--- src/rtl/bayes_pkg.sv ---
// rtl/bayes_pkg.sv - shared state type and constants for the Bayesian inference sequencer
package bayes_pkg;

  typedef enum logic [3:0] {
    ST_IDLE,
    ST_SEED,
    ST_OBS_ADDR,
    ST_OBS_PRE,
    ST_OBS_PULSE,
    ST_OBS_LATCH,
    ST_RUN,
    ST_DRAIN,
    ST_DONE
  } infer_state_t;

  localparam int NUM_CLASS     = 4;
  localparam int OBS_PULSE_CYC = 2;

  // Observation word: column select in the low bits, likelihood row above it.
  localparam int OBS_W       = 9;
  localparam int OBS_COL_LSB = 0;
  localparam int OBS_COL_W   = 3;
  localparam int OBS_ROW_LSB = 3;
  localparam int OBS_ROW_W   = 6;

endpackage

--- src/rtl/bayes_class_counter.sv ---
// rtl/bayes_class_counter.sv - saturating per-class ones counter with synchronous clear
module bayes_class_counter #(
  parameter int CNT_W = 16
) (
  input  logic             clk,
  input  logic             rst,
  input  logic             clr,
  input  logic             inc,
  output logic [CNT_W-1:0] value,
  output logic [CNT_W-1:0] value_next
);

  localparam logic [CNT_W-1:0] CNT_MAX = {CNT_W{1'b1}};
  localparam logic [CNT_W-1:0] CNT_ONE = {{(CNT_W-1){1'b0}}, 1'b1};

  // value_next is exported so the argmax can see the final sample in the same cycle.
  always_comb begin
    value_next = value;
    if (clr) begin
      value_next = '0;
    end else if (inc && (value != CNT_MAX)) begin
      value_next = value + CNT_ONE;
    end
  end

  always_ff @(posedge clk) begin
    if (rst) begin
      value <= '0;
    end else begin
      value <= value_next;
    end
  end

endmodule

--- src/rtl/bayes_infer_seq.sv ---
// rtl/bayes_infer_seq.sv - start-triggered seed/observe/run sequencer with per-class counts and argmax
module bayes_infer_seq
  import bayes_pkg::*;
#(
  parameter int CNT_W = 16,
  parameter int CYC_W = 16
) (
  input  logic                                 clk,
  input  logic                                 rst,
  input  logic                                 start,
  input  logic [NUM_CLASS-1:0][OBS_W-1:0]      cfg_obs,
  input  logic [7:0]                           cfg_seed,
  input  logic [CYC_W-1:0]                     cfg_cycles,
  input  logic                                 cfg_stoch_log,
  output logic                                 busy,
  output logic                                 done,
  output logic [NUM_CLASS-1:0][CNT_W-1:0]      count,
  output logic [1:0]                           winner,
  output logic                                 CBL,
  output logic                                 CBLEN,
  output logic                                 CSL,
  output logic                                 CWL,
  output logic                                 inference,
  output logic                                 load_seed,
  output logic                                 read_1,
  output logic                                 read_8,
  output logic                                 load_mem,
  output logic                                 read_out,
  output logic                                 stoch_log,
  output logic [7:0]                           adr_full_col,
  output logic [7:0]                           adr_full_row,
  output logic [7:0]                           seeds,
  input  logic [NUM_CLASS-1:0]                 bit_out
);

  localparam logic [CYC_W-1:0] CYC_ONE    = {{(CYC_W-1){1'b0}}, 1'b1};
  localparam logic [1:0]       PULSE_LAST = 2'(OBS_PULSE_CYC - 1);

  infer_state_t                      state, state_next;
  logic [NUM_CLASS-1:0][OBS_W-1:0]   obs_sh;
  logic [7:0]                        seed_sh;
  logic [CYC_W-1:0]                  cycles_sh;
  logic                              sl_sh;
  logic [1:0]                        k;
  logic [1:0]                        pcnt;
  logic [CYC_W-1:0]                  cyc;
  logic                              run_d;
  logic                              accept;
  logic [NUM_CLASS-1:0][CNT_W-1:0]   cnt_next;
  logic [OBS_W-1:0]                  obs_sel;
  logic [1:0]                        w01, w23, win_next;
  logic [CNT_W-1:0]                  v01, v23;

  assign accept  = (state == ST_IDLE) && start;
  assign obs_sel = obs_sh[k];

  always_comb begin
    state_next   = state;
    busy         = (state != ST_IDLE);
    done         = 1'b0;
    CBL          = 1'b0;
    CBLEN        = 1'b0;
    CSL          = 1'b0;
    CWL          = 1'b0;
    inference    = 1'b0;
    load_seed    = 1'b0;
    read_1       = 1'b0;
    read_8       = 1'b0;
    load_mem     = 1'b0;
    read_out     = 1'b0;
    stoch_log    = 1'b0;
    adr_full_col = 8'h00;
    adr_full_row = 8'h00;
    seeds        = 8'h00;
    case (state)
      ST_IDLE: if (start) state_next = ST_SEED;
      ST_SEED: begin
        load_seed  = 1'b1;
        seeds      = seed_sh;
        state_next = ST_OBS_ADDR;
      end
      ST_OBS_ADDR: state_next = ST_OBS_PRE;
      ST_OBS_PRE: begin
        CSL        = 1'b1;
        CWL        = 1'b1;
        read_8     = 1'b1;
        stoch_log  = 1'b1;
        state_next = ST_OBS_PULSE;
      end
      ST_OBS_PULSE: begin
        CWL       = 1'b1;
        read_8    = 1'b1;
        stoch_log = 1'b1;
        if (pcnt == PULSE_LAST) state_next = ST_OBS_LATCH;
      end
      ST_OBS_LATCH: begin
        inference = 1'b1;
        read_8    = 1'b1;
        if (k == 2'd3) state_next = (cycles_sh == '0) ? ST_DONE : ST_RUN;
        else           state_next = ST_OBS_ADDR;
      end
      ST_RUN: begin
        inference = 1'b1;
        read_1    = 1'b1;
        stoch_log = sl_sh;
        if (cyc == '0) state_next = ST_DRAIN;
      end
      ST_DRAIN: state_next = ST_DONE;
      ST_DONE: begin
        done       = 1'b1;
        state_next = ST_IDLE;
      end
      default: state_next = ST_IDLE;
    endcase
    // The observation address stays up for the whole five-cycle access.
    if (state inside {ST_OBS_ADDR, ST_OBS_PRE, ST_OBS_PULSE, ST_OBS_LATCH}) begin
      adr_full_col = {k, 3'b000, obs_sel[OBS_COL_LSB +: OBS_COL_W]};
      adr_full_row = {2'b00, obs_sel[OBS_ROW_LSB +: OBS_ROW_W]};
    end
  end

  // Tie-break favours the lower index at both levels of the tree.
  always_comb begin
    w01      = (cnt_next[1] > cnt_next[0]) ? 2'd1 : 2'd0;
    v01      = (cnt_next[1] > cnt_next[0]) ? cnt_next[1] : cnt_next[0];
    w23      = (cnt_next[3] > cnt_next[2]) ? 2'd3 : 2'd2;
    v23      = (cnt_next[3] > cnt_next[2]) ? cnt_next[3] : cnt_next[2];
    win_next = (v23 > v01) ? w23 : w01;
  end

  always_ff @(posedge clk) begin
    if (rst) begin
      state     <= ST_IDLE;
      obs_sh    <= '0;
      seed_sh   <= '0;
      cycles_sh <= '0;
      sl_sh     <= 1'b0;
      k         <= '0;
      pcnt      <= '0;
      cyc       <= '0;
      run_d     <= 1'b0;
      winner    <= '0;
    end else begin
      state <= state_next;
      run_d <= (state == ST_RUN);
      case (state)
        ST_IDLE: if (start) begin
          obs_sh    <= cfg_obs;
          seed_sh   <= cfg_seed;
          cycles_sh <= cfg_cycles;
          sl_sh     <= cfg_stoch_log;
          k         <= '0;
          winner    <= '0;
        end
        ST_OBS_ADDR:  pcnt <= '0;
        ST_OBS_PULSE: pcnt <= pcnt + 2'd1;
        ST_OBS_LATCH: begin
          k   <= k + 2'd1;
          cyc <= cycles_sh - CYC_ONE;
        end
        ST_RUN:   cyc    <= cyc - CYC_ONE;
        ST_DRAIN: winner <= win_next;
        default: ;
      endcase
    end
  end

  // bit_out answers the previous RUN cycle, so sampling is gated by the delayed RUN flag.
  for (genvar c = 0; c < NUM_CLASS; c++) begin : g_cnt
    bayes_class_counter #(.CNT_W(CNT_W)) u_cnt (
      .clk        (clk),
      .rst        (rst),
      .clr        (accept),
      .inc        (run_d & bit_out[c]),
      .value      (count[c]),
      .value_next (cnt_next[c])
    );
  end

endmodule

--- config.mk ---
export PLATFORM = sky130hd
export DESIGN_NAME = bayes_infer_seq
export DESIGN_NICKNAME = d
export VERILOG_FILES = /design/src/rtl/bayes_pkg.sv /design/src/rtl/bayes_class_counter.sv /design/src/rtl/bayes_infer_seq.sv
export SDC_FILE = /design/constraint.sdc
export NUM_CORES = 1
export LEC_CHECK = 0
export ABC_AREA = 1
export CAP_MARGIN = 20
export CORE_AREA = 2 2 198 122
export CTS_BUF_LIST = sky130_fd_sc_hd__clkbuf_2
export DETAILED_ROUTE_END_ITERATION = 10
export DIE_AREA = 0 0 200 124
export SETUP_SLACK_MARGIN = 0.2
export SLEW_MARGIN = 10
export SYNTH_ARGS = -nofsm -noshare
export SYNTH_HDL_FRONTEND = slang
export SYNTH_SLANG_ARGS = --single-unit
export TNS_END_PERCENT = 5
--- constraint.sdc ---
create_clock -name clk -period 9.06 [get_ports clk]
set_input_delay 1.359 -clock clk [delete_from_list [all_inputs] [get_ports clk]]
set_output_delay 1.359 -clock clk [all_outputs]
set_load 0.005 [all_outputs]
Word level (Yosys, flattened, before mapping)
Cells that the tools add are included.

Input bits: 68. Flip-flop bits (word level): 152. Logic and storage cells: 108. Output and inout bits: 103.

Reduce and logical (&&, ||, !) cells: 21. Equality and inequality tests: 17. $lt $le $gt $ge: 4. Multiplexer cells: 37. Bitwise operators: 4. $add $sub $neg: 8.

Operators by type and width (count): two-way mux 16 bit (10); adder 16 x 1 -> 16 bit, second input constant (4); != test 16 bit, second input constant (4); greater-than comparator 16 bit (3); zero test 16 bit (2); one-hot mux 16 bit (2 select lines) (1); one-hot mux 4 bit (8 select lines) (1); subtractor 16 x 1 -> 16 bit, second input constant (2); two-way mux 4 bit (5); binary-select mux 9 bit (select 2 bit) (1); equality test 4 x 3 -> 1 bit, second input constant (4); two-way mux 8 bit (2); one-hot mux 2 bit (2 select lines) (3); two-way mux 1 bit (9); two-way mux 9 bit (1); equality test 4 x 2 -> 1 bit, second input constant (2); nonzero test 2 bit (4); nonzero test 4 bit (2); two-way mux 6 bit (1); != test 2 bit, second input constant (3); AND reduction 2 bit (3); logical AND 1 bit (5); adder 2 x 1 -> 2 bit, second input constant (2); AND 1 bit (4); other kinds (11) (13).

Longest topological paths before layout
Word-level depth: 9. Depth in mapped cells: 40. Mapped depth without buffers: 40.

Modules after synthesis
A second synthesis with hierarchy kept.

Cell total of the unflattened synthesis: 1723. Area, all modules: 10470.0 um2.

By module, submodules not included: bayes_infer_seq (cells an instance 935, sequential area each 1761.7 um2, area each 5945.7 um2, instances 1); bayes_class_counter (cells an instance 197, sequential area each 320.3 um2, area each 1131.1 um2, instances 4).

Worst setup path after synthesis
OpenSTA, ideal clock, no wires.

Path kind: input -> register. Start point: input port bit_out[2]. End point: register winner[0]. Library setup time: 71 ps. Stages: 37. Path buffers: 1. Data arrival time: 5175 ps. Setup slack: 3814 ps. Required time: 8989 ps. Cell sequence: nand2_1 > inv_1 > o21ai_4 > nor2_2 > nand2_1 > nor2_2 > nand2_1 > nor2_2 > nand2_1 > nor2_2 > nand2_1 > nor2_2 > nand3_1 > nand2_1 > nand2_1 > nor2_1 > inv_1 > ha_1 > nand4_1 > nor3_1 > nand3_1 > nand2_4 > inv_6 > buf_6 > nand2_1 > o21ai_2 > ha_1 > a21oi_1 > nor2_1 > a211oi_1 > o221ai_1 > a211o_1 > nand2_1 > inv_1 > nand2_1 > nand2_1 > a21oi_1.

Word-level cells in the longest chain between the ends: 9. Elaborated cells between the ends (all ways): 10. Those cells by class: 2 x order compare; 6 x mux; 1 x bitwise; 1 x reduce/logical.

RTL lines: start: declaration (line bayes_infer_seq.sv:33) `input logic [NUM_CLASS-1:0] bit_out`; AND 1 bit * (line bayes_infer_seq.sv:174) `.inc (run_d & bit_out[c]),`; logical AND 1 bit * (line bayes_class_counter.sv:21) `end else if (inc && (value != CNT_MAX)) begin`; two-way mux 16 bit * (line bayes_class_counter.sv:21); two-way mux 16 bit * (line bayes_class_counter.sv:19) `if (clr) begin`; greater-than comparator 16 bit (line bayes_infer_seq.sv:126, bayes_infer_seq.sv:127); two-way mux 16 bit (line bayes_infer_seq.sv:127) `v23 = (cnt_next[3] > cnt_next[2]) ? cnt_next[3] : cnt_next[2];`; greater-than comparator 16 bit (line bayes_infer_seq.sv:128) `win_next = (v23 > v01) ? w23 : w01;`; two-way mux 2 bit * (line bayes_infer_seq.sv:128); one-hot mux 2 bit (2 select lines) * (line bayes_infer_seq.sv:146) `case (state)`; end signal: assignment (line bayes_infer_seq.sv:162) `ST_DRAIN: winner <= win_next;`; end: declaration (line bayes_infer_seq.sv:18) `output logic [1:0] winner,`.

Every way passes the cells marked *; elsewhere a longest branch is shown, timed or not. A chain may end at the register's enable or synchronous reset.

==> summary.txt <==
Run status
  – Status: completed

Power
  – IR drop worst, VDD: 75.63 uV
  – Clock Power Share: 28.7%
  – LEAKAGE: 4.913 nW
  – Combinational share of power: 19.8%
  – Sw Pwr: 0.0004507 W
  – Sw Share: 31.70%
  – Cell-internal power: 0.0009710 W
  – Sequential group share of total power: 51.5%
  – PwrDens: 128.4 nW/um^2
  – Power, Total: 0.001422 W

Worst setup path
  – Worst endpoint required time: 9.74 ns
  – Setup crit start kind: primary input
  – WP data arrival: 6.65 ns
  – Crit end category: flip-flop
  – Critical path peak fanout: 62
  – Crit path kind: primary input to flip-flop

Timing
  – RSZ-0062 raised after global routing: false
  – Worst clock skew: 0.03842 ns
  – Worst-Margin Slew: 0.9032 ns
  – Final Hold Viols: 0
  – Max-slew violations: 0
  – F_max: 0.1677 GHz
  – Final setup viols: 0
  – Max transition margin: 39.79%
  – Final period util: 65.82%
  – Period minus WS final: 5.963 ns
  – Setup TNS: 0 ns
  – Setup WS post-layout: 3.097 ns

Yosys
  – Yosys cell types: 52
  – Synth area leader: dfxtp_1
  – Dominant cell by count in the synthesized netlist: nand2_1
  – Most common flop cell mapped by yosys: dfxtp_1
  – Synth top area share: 33.65%
  – Post-Syn Area: 9044 um^2
  – FFs w/ async S/R, synth: 0%
  – Number of flops mapped to enable cells by yosys: 0
  – Ys Warns: 0
  – Seq/Total Area, Yosys: 33.65%
  – Cells after Synth: 1352
  – Flip-flop and latch count after synthesis: 152
  – Top cells by area, synth: dfxtp_1 34%, nand2_1 8.5%, o21ai_0 8.4%, inv_1 8.3%, nor2_1 7.4%
  – Commonest cells post-synth: 205 x nand2_1, 201 x inv_1, 179 x nor2_1, 152 x dfxtp_1, 152 x o21ai_0
  – Syn Area/Cell: 6.689 um^2

Clock tree
  – Root Buffer: clkbuf_2
  – Clk_lat worst skew: 0.83 ns
  – CTS sink count: 152
  – H-tree depth: 4
  – CTS clk-pin slew, worst paths: 0.21 ns
  – Postcts setup bufs: 0
  – CTS resizes: 0
  – CTS Hold Bufs: 0
  – CTS tree: done
  – Clock buffer count from CTS: 17
  – Clock Tree Buf Depth: 2

Layout
  – Ratio of cells with drive above 1 in the final layout: 5.874%
  – Nets: 1608
  – Fillers: 2381
  – Final Core Density: 48.44%
  – Antenna diode count: 0
  – Syn-to-layout area delta: 22.47%

Drt
  – # DRC: 0
  – DR WL/cell: 15.06 um
  – Vias per cell: 5.019
  – Vias: 9100
  – Detailed Routing Iterations Pass 1: 5
  – Post-route ant nets: 0
  – Initial DRC count: 572
  – Drt total wl: 27300 um

Min path
  – Hold WC Path Type: flip-flop to flip-flop

Global routing
  – Largest net degree at the start of global routing: 80
  – Gr ovfl total: 0
  – Overall Global Routing Usage: 22.35%
  – First-pass GRT wire length: 42970 um
  – Vias in the first global route: 8188
  – Initial antenna violation count: 2

Placed design
  – Setup WS pre-CTS: 2.287 ns
  – RD Place Congestion: 0.9455
  – Hpwl dp: 20340 um
  – PortBufs: 161

Die
  – Core area: 22870 um^2
  – Die area: 24800 um^2
  – Die W: 200 um
  – Die H: 124 um
  – Site Rows: 43
  – Starting Density: 39.55%
  – Io pins: 171

Run
  – Max cap viols: 0
area by class of cell:
| type | instances | area, um^2 | area share [%] |
|---|---|---|---|
| inverter | 208 | 788.3 | 7.117 |
| clock inverter | 10 | 128.9 | 1.164 |
| multi-input combinational | 939 | 4957 | 44.76 |
| sequential | 152 | 3043 | 27.47 |
| timing repair buffer | 169 | 1664 | 15.02 |
| tap | 315 | 394.1 | 3.559 |
| clock buffer | 20 | 100.1 | 0.9038 |
power groups by stage:
| stage | registers, W | logic, W | clock network (W) |
|---|---|---|---|
| floorplan | 0.000739 | 0.000190 | 0 |
| global placement | 0.000745 | 0.000279 | 0 |
| detailed placement | 0.000745 | 0.000283 | 0 |
| CTS | 0.000732 | 0.000285 | 0.000420 |
| global route | 0.000738 | 0.000322 | 0.000448 |
| finish | 0.000732 | 0.000282 | 0.000408 |
worst max-delay path: stages:
cell             delay [ns]
clkdlybuf4s50_1        0.48
inv_1                  0.07
nor2_4                 0.70
inv_4                  0.49
o21ai_0                0.21
a21oi_1                0.14
ha_1                   0.35
nand4_1                0.12
nor3_1                 0.22
nand2_1                0.09
o2111ai_1              0.08
nand2_1                0.55
nand2_1                0.22
o21ai_0                0.11
ha_1                   0.34
a21oi_1                0.14
nor2_1                 0.05
a211oi_1               0.22
o221ai_1               0.14
a211o_1                0.23
nand2_1                0.08
a21oi_1                0.06
nand2_1                0.10
a21oi_1                0.05
metal layers:
layer / part of all wire (%) / GRT usage (%) / wire [um]
met5: 0.099 / 0 / 27
met3: 7.4 / 6.797 / 2007
met2: 38 / 30.06 / 10280
met4: 0.87 / 4.630 / 238
met1: 54 / 34.18 / 14750
registers in the layout, indices dropped and copies added, names as in the netlist:
signal             cells
g_cnt.u_cnt.value     64
obs_sh                36
cyc                   16
cycles_sh             16
seed_sh                8
state                  4
k                      2
pcnt                   2
winner                 2
run_d                  1
sl_sh                  1
cell usage in the layout (no fill, tap or decap), types with 20 or more instances in the layout:
cell type	count
o21ai_0	152
nor4_1	22
dfxtp_1	152
clkdlybuf4s50_1	160
nor2_1	179
nor3_1	33
clkbuf_2	20
inv_1	200
ha_1	53
a21oi_1	106
nand2_1	205
nand3_1	50
stage by stage:
stage | hold slack (ns) | instances | cell area, um^2
6_report | 0.4646 | 1813 | 11080
5_1_grt | 0.4975 | 1813 | 11080
4_1_cts | 0.4667 | 1813 | 11080
3_5_place_dp | 0.4412 | 1783 | 10850
3_3_place_gp | 0.4375 | 1782 | 10840
2_1_floorplan | 0.4245 | 1360 | 9074
final timing paths:
check / depth (start not counted) / end / slack [ns] / startpoint
min: 2 / sl_sh / 0.46 / sl_sh
max reg2reg: 29 / winner[0] / 3.36 / g_cnt[0].u_cnt.value[0]
min reg2reg: 2 / sl_sh / 0.46 / sl_sh
max: 24 / winner[0] / 3.10 / start
cell families after synthesis:
group / synth area share [%]
buf+inv: 11.87
other cells: 0.04147
xor+xnor: 0.8715
compound gates: 19.40
simple gates: 26.84
flops: 33.65
fa+ha+maj: 7.333
Power figures use the tool's default switching activity.
